[src/rtl/seq_detect_prog.sv]
// seq_detect_prog: programmable serial bit-pattern detector.
//
// Looks for a run-time selected pattern of 1..MAX_LEN bits in a qualified
// serial stream. Matching may be overlapping or non-overlapping. Comes out of
// reset as an overlapping 1011 detector.
//
// Ports:
//   clk          rising-edge clock
//   reset        asynchronous, active-high reset
//   inp_bit      serial data bit, accepted only when in_valid=1
//   in_valid     input qualifier
//   cfg_load     latch pattern/pat_len/overlap_en, clear history and count
//   pattern      pattern[pat_len-1] is the first bit received, pattern[0] last
//   pat_len      pattern length, legal range 1..MAX_LEN
//   overlap_en   1 = overlapping matches, 0 = non-overlapping
//   cnt_clr      synchronous clear of match_count (wins over a match)
//   seq_seen     registered one-cycle match pulse
//   match_count  saturating match counter
//   cfg_err      latched pat_len is illegal; detection disabled
module seq_detect_prog #(
   parameter int MAX_LEN = 8,
   parameter int LEN_W   = $clog2(MAX_LEN + 1),
   parameter int CNT_W   = 8
) (
   input  logic               clk,
   input  logic               reset,
   input  logic               inp_bit,
   input  logic               in_valid,
   input  logic               cfg_load,
   input  logic [MAX_LEN-1:0] pattern,
   input  logic [LEN_W-1:0]   pat_len,
   input  logic               overlap_en,
   input  logic               cnt_clr,
   output logic               seq_seen,
   output logic [CNT_W-1:0]   match_count,
   output logic               cfg_err
);

   localparam logic [MAX_LEN-1:0] RST_PAT  = MAX_LEN'(4'b1011);
   localparam logic [LEN_W-1:0]   RST_LEN  = LEN_W'(4);
   localparam logic [LEN_W-1:0]   MAX_FILL = LEN_W'(MAX_LEN);
   localparam logic [CNT_W-1:0]   CNT_MAX  = '1;

   logic [MAX_LEN-1:0] pat_q,  pat_d;
   logic [LEN_W-1:0]   len_q,  len_d;
   logic               ovl_q,  ovl_d;
   logic [MAX_LEN-1:0] hist_q, hist_d;
   logic [LEN_W-1:0]   fill_q, fill_d;
   logic               seen_q, seen_d;
   logic [CNT_W-1:0]   cnt_q,  cnt_d;
   logic               err_q,  err_d;

   logic [MAX_LEN-1:0] len_mask;
   logic [MAX_LEN-1:0] hist_n;
   logic [LEN_W-1:0]   fill_n;
   logic               match;

   // Selects the low len_q bits; bits of the pattern above the length are
   // don't-care.
   always_comb begin
      // NOTE: every combinational output gets a default before any branch so
      // no path leaves it unassigned, which would infer a latch.
      len_mask = '0;
      for (int i = 0; i < MAX_LEN; i++) begin
         len_mask[i] = (LEN_W'(i) < len_q);
      end
   end

   // Candidate history and fill as if the current bit is accepted.
   assign hist_n = {hist_q[MAX_LEN-2:0], inp_bit};
   assign fill_n = (fill_q == MAX_FILL) ? fill_q : fill_q + LEN_W'(1);

   // fill_n >= len_q guarantees every compared bit was actually received
   // since the last reset, reload or non-overlapping match.
   assign match = !err_q && (fill_n >= len_q) &&
                  (((hist_n ^ pat_q) & len_mask) == '0);

   always_comb begin
      pat_d  = pat_q;
      len_d  = len_q;
      ovl_d  = ovl_q;
      hist_d = hist_q;
      fill_d = fill_q;
      cnt_d  = cnt_q;
      err_d  = err_q;
      seen_d = 1'b0;

      if (cfg_load) begin
         // The bit presented alongside a reload is dropped.
         pat_d  = pattern;
         len_d  = pat_len;
         ovl_d  = overlap_en;
         hist_d = '0;
         fill_d = '0;
         cnt_d  = '0;
         err_d  = (pat_len == '0) || (pat_len > MAX_FILL);
      end else begin
         if (in_valid) begin
            hist_d = hist_n;
            fill_d = fill_n;
            if (match) begin
               seen_d = 1'b1;
               if (cnt_q != CNT_MAX) begin
                  cnt_d = cnt_q + CNT_W'(1);
               end
               // Non-overlapping: the next match needs len_q fresh bits.
               if (!ovl_q) begin
                  fill_d = '0;
               end
            end
         end
         if (cnt_clr) begin
            cnt_d = '0;
         end
      end
   end

   always_ff @(posedge clk or posedge reset) begin
      if (reset) begin
         pat_q  <= RST_PAT;
         len_q  <= RST_LEN;
         ovl_q  <= 1'b1;
         hist_q <= '0;
         fill_q <= '0;
         seen_q <= 1'b0;
         cnt_q  <= '0;
         err_q  <= 1'b0;
      end else begin
         // NOTE: non-blocking assignments so every flop samples the values
         // from before the edge, independent of statement order.
         pat_q  <= pat_d;
         len_q  <= len_d;
         ovl_q  <= ovl_d;
         hist_q <= hist_d;
         fill_q <= fill_d;
         seen_q <= seen_d;
         cnt_q  <= cnt_d;
         err_q  <= err_d;
      end
   end

   assign seq_seen    = seen_q;
   assign match_count = cnt_q;
   assign cfg_err     = err_q;

endmodule

[config.mk]
export PLATFORM = sky130hd
export DESIGN_NAME = seq_detect_prog
export DESIGN_NICKNAME = d
export VERILOG_FILES = /design/src/rtl/seq_detect_prog.sv
export SDC_FILE = /design/constraint.sdc
export NUM_CORES = 1
export LEC_CHECK = 0
export CAP_MARGIN = 10
export CORE_MARGIN = 3
export CORE_UTILIZATION = 55
export CTS_BUF_LIST = sky130_fd_sc_hd__clkbuf_2
export CTS_CLUSTER_DIAMETER = 120
export DETAILED_ROUTE_END_ITERATION = 12
export GPL_TIMING_DRIVEN = 0
export PLACE_DENSITY = 0.82
export SLEW_MARGIN = 20
export SYNTH_ARGS = -nofsm -noshare
export SYNTH_HDL_FRONTEND = slang
export SYNTH_SLANG_ARGS = --single-unit
[constraint.sdc]
create_clock -name clk -period 3.4 [get_ports clk]
set_input_delay 0.68 -clock clk [delete_from_list [all_inputs] [get_ports clk]]
set_output_delay 0.68 -clock clk [all_outputs]
set_load 0.01 [all_outputs]
Yosys cells after proc, flatten, opt, wreduce, memory -nomap -nowiden
Cells that the tools add are included.
Word-level totals
  input bits: 19
  RAM bits: 0
  bits in read-only memories: 0
  register bits: 34
  memories: 0
  output and inout port bits: 10
  latch bits: 0
Operators by class
  reduce and logical (&&, ||, !) cells: 11
  multipliers: 0
  div/mod/pow operators: 0
  shift-type cells: 0
  $lt $le $gt $ge: 10
  equal/unequal tests: 2
  add/subtract/negate cells: 2
  mux-type cells: 15
  bitwise logic cells: 2
Operators by type and width (count)
  $mux 8: 5
  $mux 4: 5
  $lt 3x4->1 const A: 4
  $mux 7: 2
  $reduce_bool 3->1: 3
  $add 8x1->8 const B: 1
  $and 8x8->8: 1
  $logic_not 8->1: 1
  $lt 1x4->1 const A: 2
  $lt 2x4->1 const A: 2
  $ne 8x8->1 const B: 1
  $xor 8x8->8: 1
  $add 4x1->4 const B: 1
  $eq 4x4->1 const B: 1
  $ge 4x4->1: 1
  $gt 4x4->1 const B: 1
  $logic_not 4->1: 1
  $mux 1: 3
  $reduce_and 3->1: 1
  $logic_and 1x1->1: 2
  $reduce_bool 2->1: 1
  $logic_not 1->1: 1
  $logic_or 1x1->1: 1

Logic depth before layout (Yosys ltp)
Gate-level depths: netlist of run 1.
  depth in word-level cells: 9
  depth in mapped cells: 12

Worst setup path before layout of run 1
OpenSTA, ideal clock, no wires.
  path kind: reg2reg
  start: register fill_q[0]
  end: register cnt_q[1], in the netlist match_count[1]
  data required time: 3.323 ns
  data arrival time: 2.251 ns
  path slack: 1.071 ns
  setup time: 0.077 ns
  cell stages (with the launch flop): 13
  path buffers: 1
  path through: dfrtp_1 -> inv_1 -> ha_1 -> nand2_1 -> nor2_1 -> xnor2_1 -> ha_1 -> nand2b_1 -> a2111o_1 -> nand4b_1 -> buf_2 -> o31ai_1 -> a21oi_1
Between the ends
  longest elaborated chain between the ends: 7
Ends and longest elaborated chain
  start, declared: line 48  | logic [LEN_W-1:0] fill_q, fill_d;
  start signal, assigned: line 135  | fill_q <= fill_d;
  $add 4x1->4 / $eq 4x4->1 (equally long branches): line 71  | assign fill_n = (fill_q == MAX_FILL) ? fill_q : fill_q + LEN_W'(1);
  $mux 4 *: line 71
  $ge 4x4->1 *: line 75  | assign match = !err_q && (fill_n >= len_q) &&
  $logic_and 1x1->1 * (2 in series): line 75
  $reduce_bool 3->1 (no line) *
  $reduce_and 3->1 (no line) *
  end signal, assigned: line 137  | cnt_q <= cnt_d;
  end, declared: line 50  | logic [CNT_W-1:0] cnt_q, cnt_d;
Mark *: on every way between the ends. The rest lies on a longest branch, timed or not.
A chain may end at the register's enable or synchronous reset.

Final worst setup path of run 1
  start: register fill_q[0]
  end: register cnt_q[6], in the netlist match_count[6]
The elaborated chain is that of the path after synthesis.

==> results of run 1 <==
## cell families after synthesis
logic type / after synthesis / share of synthesized area
AND/OR/NAND/NOR: 51 / 0.146
AO/OA/AOI/OAI: 37 / 0.147
flip-flops: 34 / 0.468
buffers and inverters: 17 / 0.0403
multiplexers: 17 / 0.0990
XOR/XNOR: 11 / 0.0526
adder cells (fa/ha/maj): 7 / 0.0478
## layout by cell type (no fill, tap or decap), drive strengths merged, types with 2 or more instances in the layout
cell and n:
nand4b 2, clkinv 3, and3 2, dfstp 5, nor2 15, ha 7
dfrtp 29, xor2 4, nand2 9, or4 3, nand3 4, clkbuf 7
mux2 9, o21ai 8, nand4 5, o41ai 3, mux2i 8, a32o 3
a21oi 7, o31ai 4, inv 10, clkdlybuf4s50 27, o311ai 3, or3 5
buf 5, xnor2 7
## worst reg2reg max path: stages (launching register included)
cell      delay, ps
dfrtp_1         430
inv_1            90
ha_1            200
nand2_1          80
nor2_1           50
xnor2_1         230
ha_1            280
nand2b_1        150
a2111o_1        440
nand4b_1        200
buf_2           270
o311ai_1        140
o41ai_1          90
## where the power goes
part	leakage, nW	internal, mW	switching, mW
Clock	0.0255	0.0438	0.129
Combinational	0.471	0.0676	0.0745
Sequential	0.436	0.429	0.0197
Total	0.932	0.540	0.223
## per-stage QoR
stage               cells  total power [mW]  utilization  hold slack, ps  cell area, um^2
finish                253             0.763        0.702             553             2190
global route          253             0.809        0.702             565             2190
CTS                   253             0.765        0.702             554             2190
detailed placement    245             0.598        0.690             521             2160
global placement      245             0.587        0.690             512             2160
floorplan             174             0.541            -             501             1830
## metal layers
| metal | global-route usage | vias to the layer above |
|---|---|---|
| met5 | 0 | - |
| met4 | 0.0809 | 0 |
| met3 | 0.0580 | 13 |
| met2 | 0.387 | 50 |
| met1 | 0.297 | 761 |
| li1 | - | 717 |
## area by class of cell
type | count | area [um^2] | share of cell area
Clock inverter | 3 | 11.3 | 0.00513
Buffer | 7 | 36.3 | 0.0165
Inverter | 10 | 37.5 | 0.0171
Tap cell | 44 | 55.1 | 0.0251
Multi-Input combinational cell | 123 | 902 | 0.411
Timing Repair Buffer | 27 | 270 | 0.123
Clock buffer | 5 | 25.0 | 0.0114
Sequential cell | 34 | 857 | 0.391
## registers in the layout (all words and copies together), names as in the netlist
register	cells
cfg_err	1
fill_q	4
hist_q	7
len_q	4
match_count	8
ovl_q	1
pat_q	8
seq_seen	1
## how the worst max path moves through the flow
stage	from	to	slack, ps	cells after the start
6_report	fill_q[0]$_DFFE_PP0P_	match_count[6]$_DFFE_PP0P_	630	12
5_1_grt	fill_q[0]$_DFFE_PP0P_	match_count[5]$_DFFE_PP0P_	440	11
4_1_cts	fill_q[0]$_DFFE_PP0P_	match_count[2]$_DFFE_PP0P_	670	12
3_5_place_dp	inp_bit	match_count[4]$_DFFE_PP0P_	660	7
3_3_place_gp	inp_bit	match_count[7]$_DFFE_PP0P_	730	7
2_1_floorplan	fill_q[0]$_DFFE_PP0P_	match_count[1]$_DFFE_PP0P_	1070	12
==> impl_metrics.ini, run 1 <==
[critical_path]
start_kind = register
path_delay_family = compound AO/OA/AOI/OAI gates
cp-end-kind = register
rr_endpoint = match_count[6]$_DFFE_PP0P_
crit_path_max_fanout = 10
cp_slowest_stage_delay_ps = 440
cp_slowest_cell = a2111o_1
rr_worst_depth = 12
r2r_setup_slack_ps = 630
crit_buf_inv = 2
critPathKind = register to register
required_ps = 3650
worstPathCellList = inv_1, ha_1, nand2_1, nor2_1, xnor2_1, ha_1, nand2b_1, a2111o_1, nand4b_1, buf_2, o311ai_1, o41ai_1
cp.arrival_ps = 3020
worst_r2r_startpoint = fill_q[0]$_DFFE_PP0P_
crit_path_frequent_cell = ha_1

[logic_synthesis]
synth_largest_area_cell = dfrtp_1
synth_edf_count = 0
synthArstFlopShare = 1.00
syn-num-nets = 200
syn_inst = 174
synth_cell_types = 42
yosys-top-cells-area = dfrtp_1 40%, dfstp_2 7.2%, mux2_2 5.5%
ys_ff_latch = 34
syn_area_mm2 = 0.00183
synth_most_common_cell = dfrtp_1
synth_top_cells_by_count = 29 x dfrtp_1, 15 x nor2_1, 10 x inv_1
yosys_warnings = 0
synth_top_area_frac = 0.396
avgSynthCellArea_um2 = 10.5
seq_area_frac_synth = 0.468
synthFlopType = dfrtp_1

[grt]
grt_pass1_wl_mm = 7.34
grt_max_degree = 35
grt.overflow.total = 0
antenna_found_initial = 0
grt_use_total = 0.233
grt_pass1_vias = 1564

[detailed_routing]
vias = 1541
wl_met1_mm = 1.84
drt_iter0_drc = 100
dr.pass1.iters = 4
totalWireLength_mm = 4.28
drc = 0
met2WireLength_mm = 2.11
top_layer_used = met4
wire_per_inst_um = 16.9
antenna_left = 0
met3_length_um = 212
viasPerCell = 6.09

[job]
max-cap-violations = 0

[min_path]
hold_path.class = register to register
worstHoldEndpoint = pat_q[6]$_DFFE_PP0P_
min_from = pat_q[6]$_DFFE_PP0P_
holdPathStages = 1

[sta]
setup_ws_ps = 634
rsz0062_at_grt = no
finalMaxSlewViolations = 0
setup_violations = 0
hold_violations = 0
clock_skew_ps = 24.4
period_minus_slack_ps = 2770
max_freq_mhz = 362
finalSetupTns_ps = 0
tightest_slew_ps = 684
fin_crit_sh = 0.813
maxSlewHeadroom = 0.544

[clock_network]
clk_path_buf_depth = 2
cts_hold_buf = 0
clock-sinks = 34
cts_inserted_buffers = 5
cts_tree = yes
path_clk_slew_ps = 170
cts_max_level = 2
postCtsSetupBuffers = 0
cts_root_buf = clkbuf_2
cts_resized = 0
worstSkewPairLatency_ps = 380

[floorplanning]
die_h_um = 63.7
initial_core_util = 0.586
io_pins = 29
core.rowCount = 20
dieArea_mm2 = 0.00406
coreArea_mm2 = 0.00313
die_w_um = 63.7

[placed_design]
io_buffers = 27
dp_slack_ps = 659
hpwl_mm = 3.27
place_congestion = 0.850

[power_and_ir_drop]
power.density_mw_per_mm2 = 348
power_leakage_nw = 0.932
ir_worst_vdd_mv = 0.210

[cells_and_area]
fill_cells = 256
syn_to_final_growth_pct = 19.7
nNetsFinal = 234
antenna_cells = 0
drive_above_1_share = 0.115

[status]
status = complete, no violations
No activity file was read; power rests on OpenSTA's default activity.
==> inputs of run 2 (changes only) <==
==> constraint.sdc (replaced) <==
create_clock -name clk -period 2.8 [get_ports clk]
set_input_delay 0.56 -clock clk [delete_from_list [all_inputs] [get_ports clk]]
set_output_delay 0.56 -clock clk [all_outputs]
set_load 0.01 [all_outputs]
==> impl_metrics.ini, run 2 (same netlist as run 1, synthesis figures left out) <==
[sta]
period_minus_slack_ps = 2640
max_freq_mhz = 378
setup_violations = 0
setup_ws_ps = 156
maxSlewHeadroom = 0.549
finalMaxSlewViolations = 0
fin_crit_sh = 0.944
tightest_slew_ps = 676
clock_skew_ps = 26.2
hold_violations = 0
finalSetupTns_ps = 0

[power_and_ir_drop]
power_leakage_nw = 0.956
power.density_mw_per_mm2 = 416
ir_worst_vdd_mv = 0.257
total_power_uw = 934

[critical_path]
worst_r2r_startpoint = fill_q[0]$_DFFE_PP0P_
critPathKind = register to register
cp-startpoint = fill_q[0]$_DFFE_PP0P_
required_ps = 3060
cp.arrival_ps = 2900
start_kind = register
cp-end-kind = register
cp_slowest_cell = dfrtp_1
cp_slowest_stage_delay_ps = 440
crit_path_max_fanout = 10
worstPathCellList = inv_2, ha_1, nand2_1, nor2_1, xnor2_1, ha_1, nand2b_1, a2111o_1, nand4b_1, buf_4, buf_6, o311ai_1, o41ai_1
crit_path_frequent_cell = ha_1

[clock_network]
cts_tree = yes
clk_path_buf_depth = 2
clock-sinks = 34
cts_root_buf = clkbuf_2
cts_max_level = 2
path_clk_slew_ps = 160
worstSkewPairLatency_ps = 380
cts_inserted_buffers = 5
cts_hold_buf = 0

[cells_and_area]
layout_common_cells = 29 x dfrtp_1, 27 x clkdlybuf4s50_1, 15 x nor2_1, 9 x mux2_2, 9 x nand2_1
antenna_cells = 0
nNetsFinal = 238
utilization = 0.719
final_common_cell = dfrtp_1
fin_cells = 257
drive_above_1_share = 0.155
syn_to_final_growth_pct = 22.7

[detailed_routing]
drc = 0
antenna_left = 0
drt_iter0_drc = 104
dr.pass1.iters = 4
vias = 1566
viasPerCell = 6.09
wire_per_inst_um = 17.0
totalWireLength_mm = 4.36

[job]
max-cap-violations = 0

[min_path]
min_from = pat_q[6]$_DFFE_PP0P_
hold_path.class = register to register

[grt]
grt.overflow.total = 0
grt_use_total = 0.233
grt_pass1_wl_mm = 7.34
grt_pass1_vias = 1564
grt_max_degree = 35
antenna_found_initial = 0

[floorplanning]
die_w_um = 63.7
die_h_um = 63.7
initial_core_util = 0.586
io_pins = 29
dieArea_mm2 = 0.00406
core.rowCount = 20
coreArea_mm2 = 0.00313

[placed_design]
hpwl_mm = 3.27
dpl.cell_count = 245
io_buffers = 27
place_congestion = 0.850
dp_slack_ps = 114

[status]
status = complete, no violations
-- run 2: per-layer routing --
layer	part of all wire	vias to the layer above	track usage
met2	0.51	53	0.387
met4	0.025	0	0.0809
met3	0.055	11	0.0580
met5	0	-	0
met1	0.41	772	0.297
li1	-	730	-
-- run 2: area by class of cell --
cell class / instances / area, um^2
sequential: 34 / 857
buffer: 7 / 42.5
timing repair buffer: 31 / 300
inverter: 10 / 37.5
tap: 44 / 55.1
clock buffer: 5 / 25.0
multi-input combinational: 123 / 920
clock inverter: 3 / 11.3
fill: 249 / 880
-- run 2: what timing repair did --
| item | in CTS | in global routing |
|---|---|---|
| hold endpoints to repair | 0 | 0 |
| setup endpoints to repair | 0 | 12 |
| resized for setup | 0 | 9 |
| buffers inserted | 0 | 4 |
-- run 2: per-stage QoR --
step,hold slack (ps),area (um^2)
after detailed placement,521,2160
final,553,2250
after CTS,554,2190
after global placement,512,2160
after global routing,565,2250
after floorplan,501,1830
-- run 2: final timing paths --
kind | slack [ps] | depth (start not counted) | to
max | 160 | 13 | match_count[6]$_DFFE_PP0P_
min | 550 | 1 | pat_q[6]$_DFFE_PP0P_
max reg2reg | 160 | 13 | match_count[6]$_DFFE_PP0P_
min reg2reg | 550 | 1 | pat_q[6]$_DFFE_PP0P_
max in group asynchronous | 1770 | 2 | hist_q[6]$_DFFE_PP0P_
min in group asynchronous | 570 | 2 | hist_q[0]$_DFFE_PP0P_
-- run 2: power breakdown --
group          switching (mW)  total, mW  internal, mW
clock network           0.155      0.208        0.0532
logic                  0.0930      0.180        0.0875
registers              0.0245      0.545         0.521
total                   0.273      0.934         0.662
-- run 2: critical path: cells and delay by family (launching register included) --
family	cells	cell delay [ps]
flops	1	440
buf+inv	3	340
fa+ha+maj	2	470
compound gates	3	640
simple gates	4	410
xor+xnor	1	230
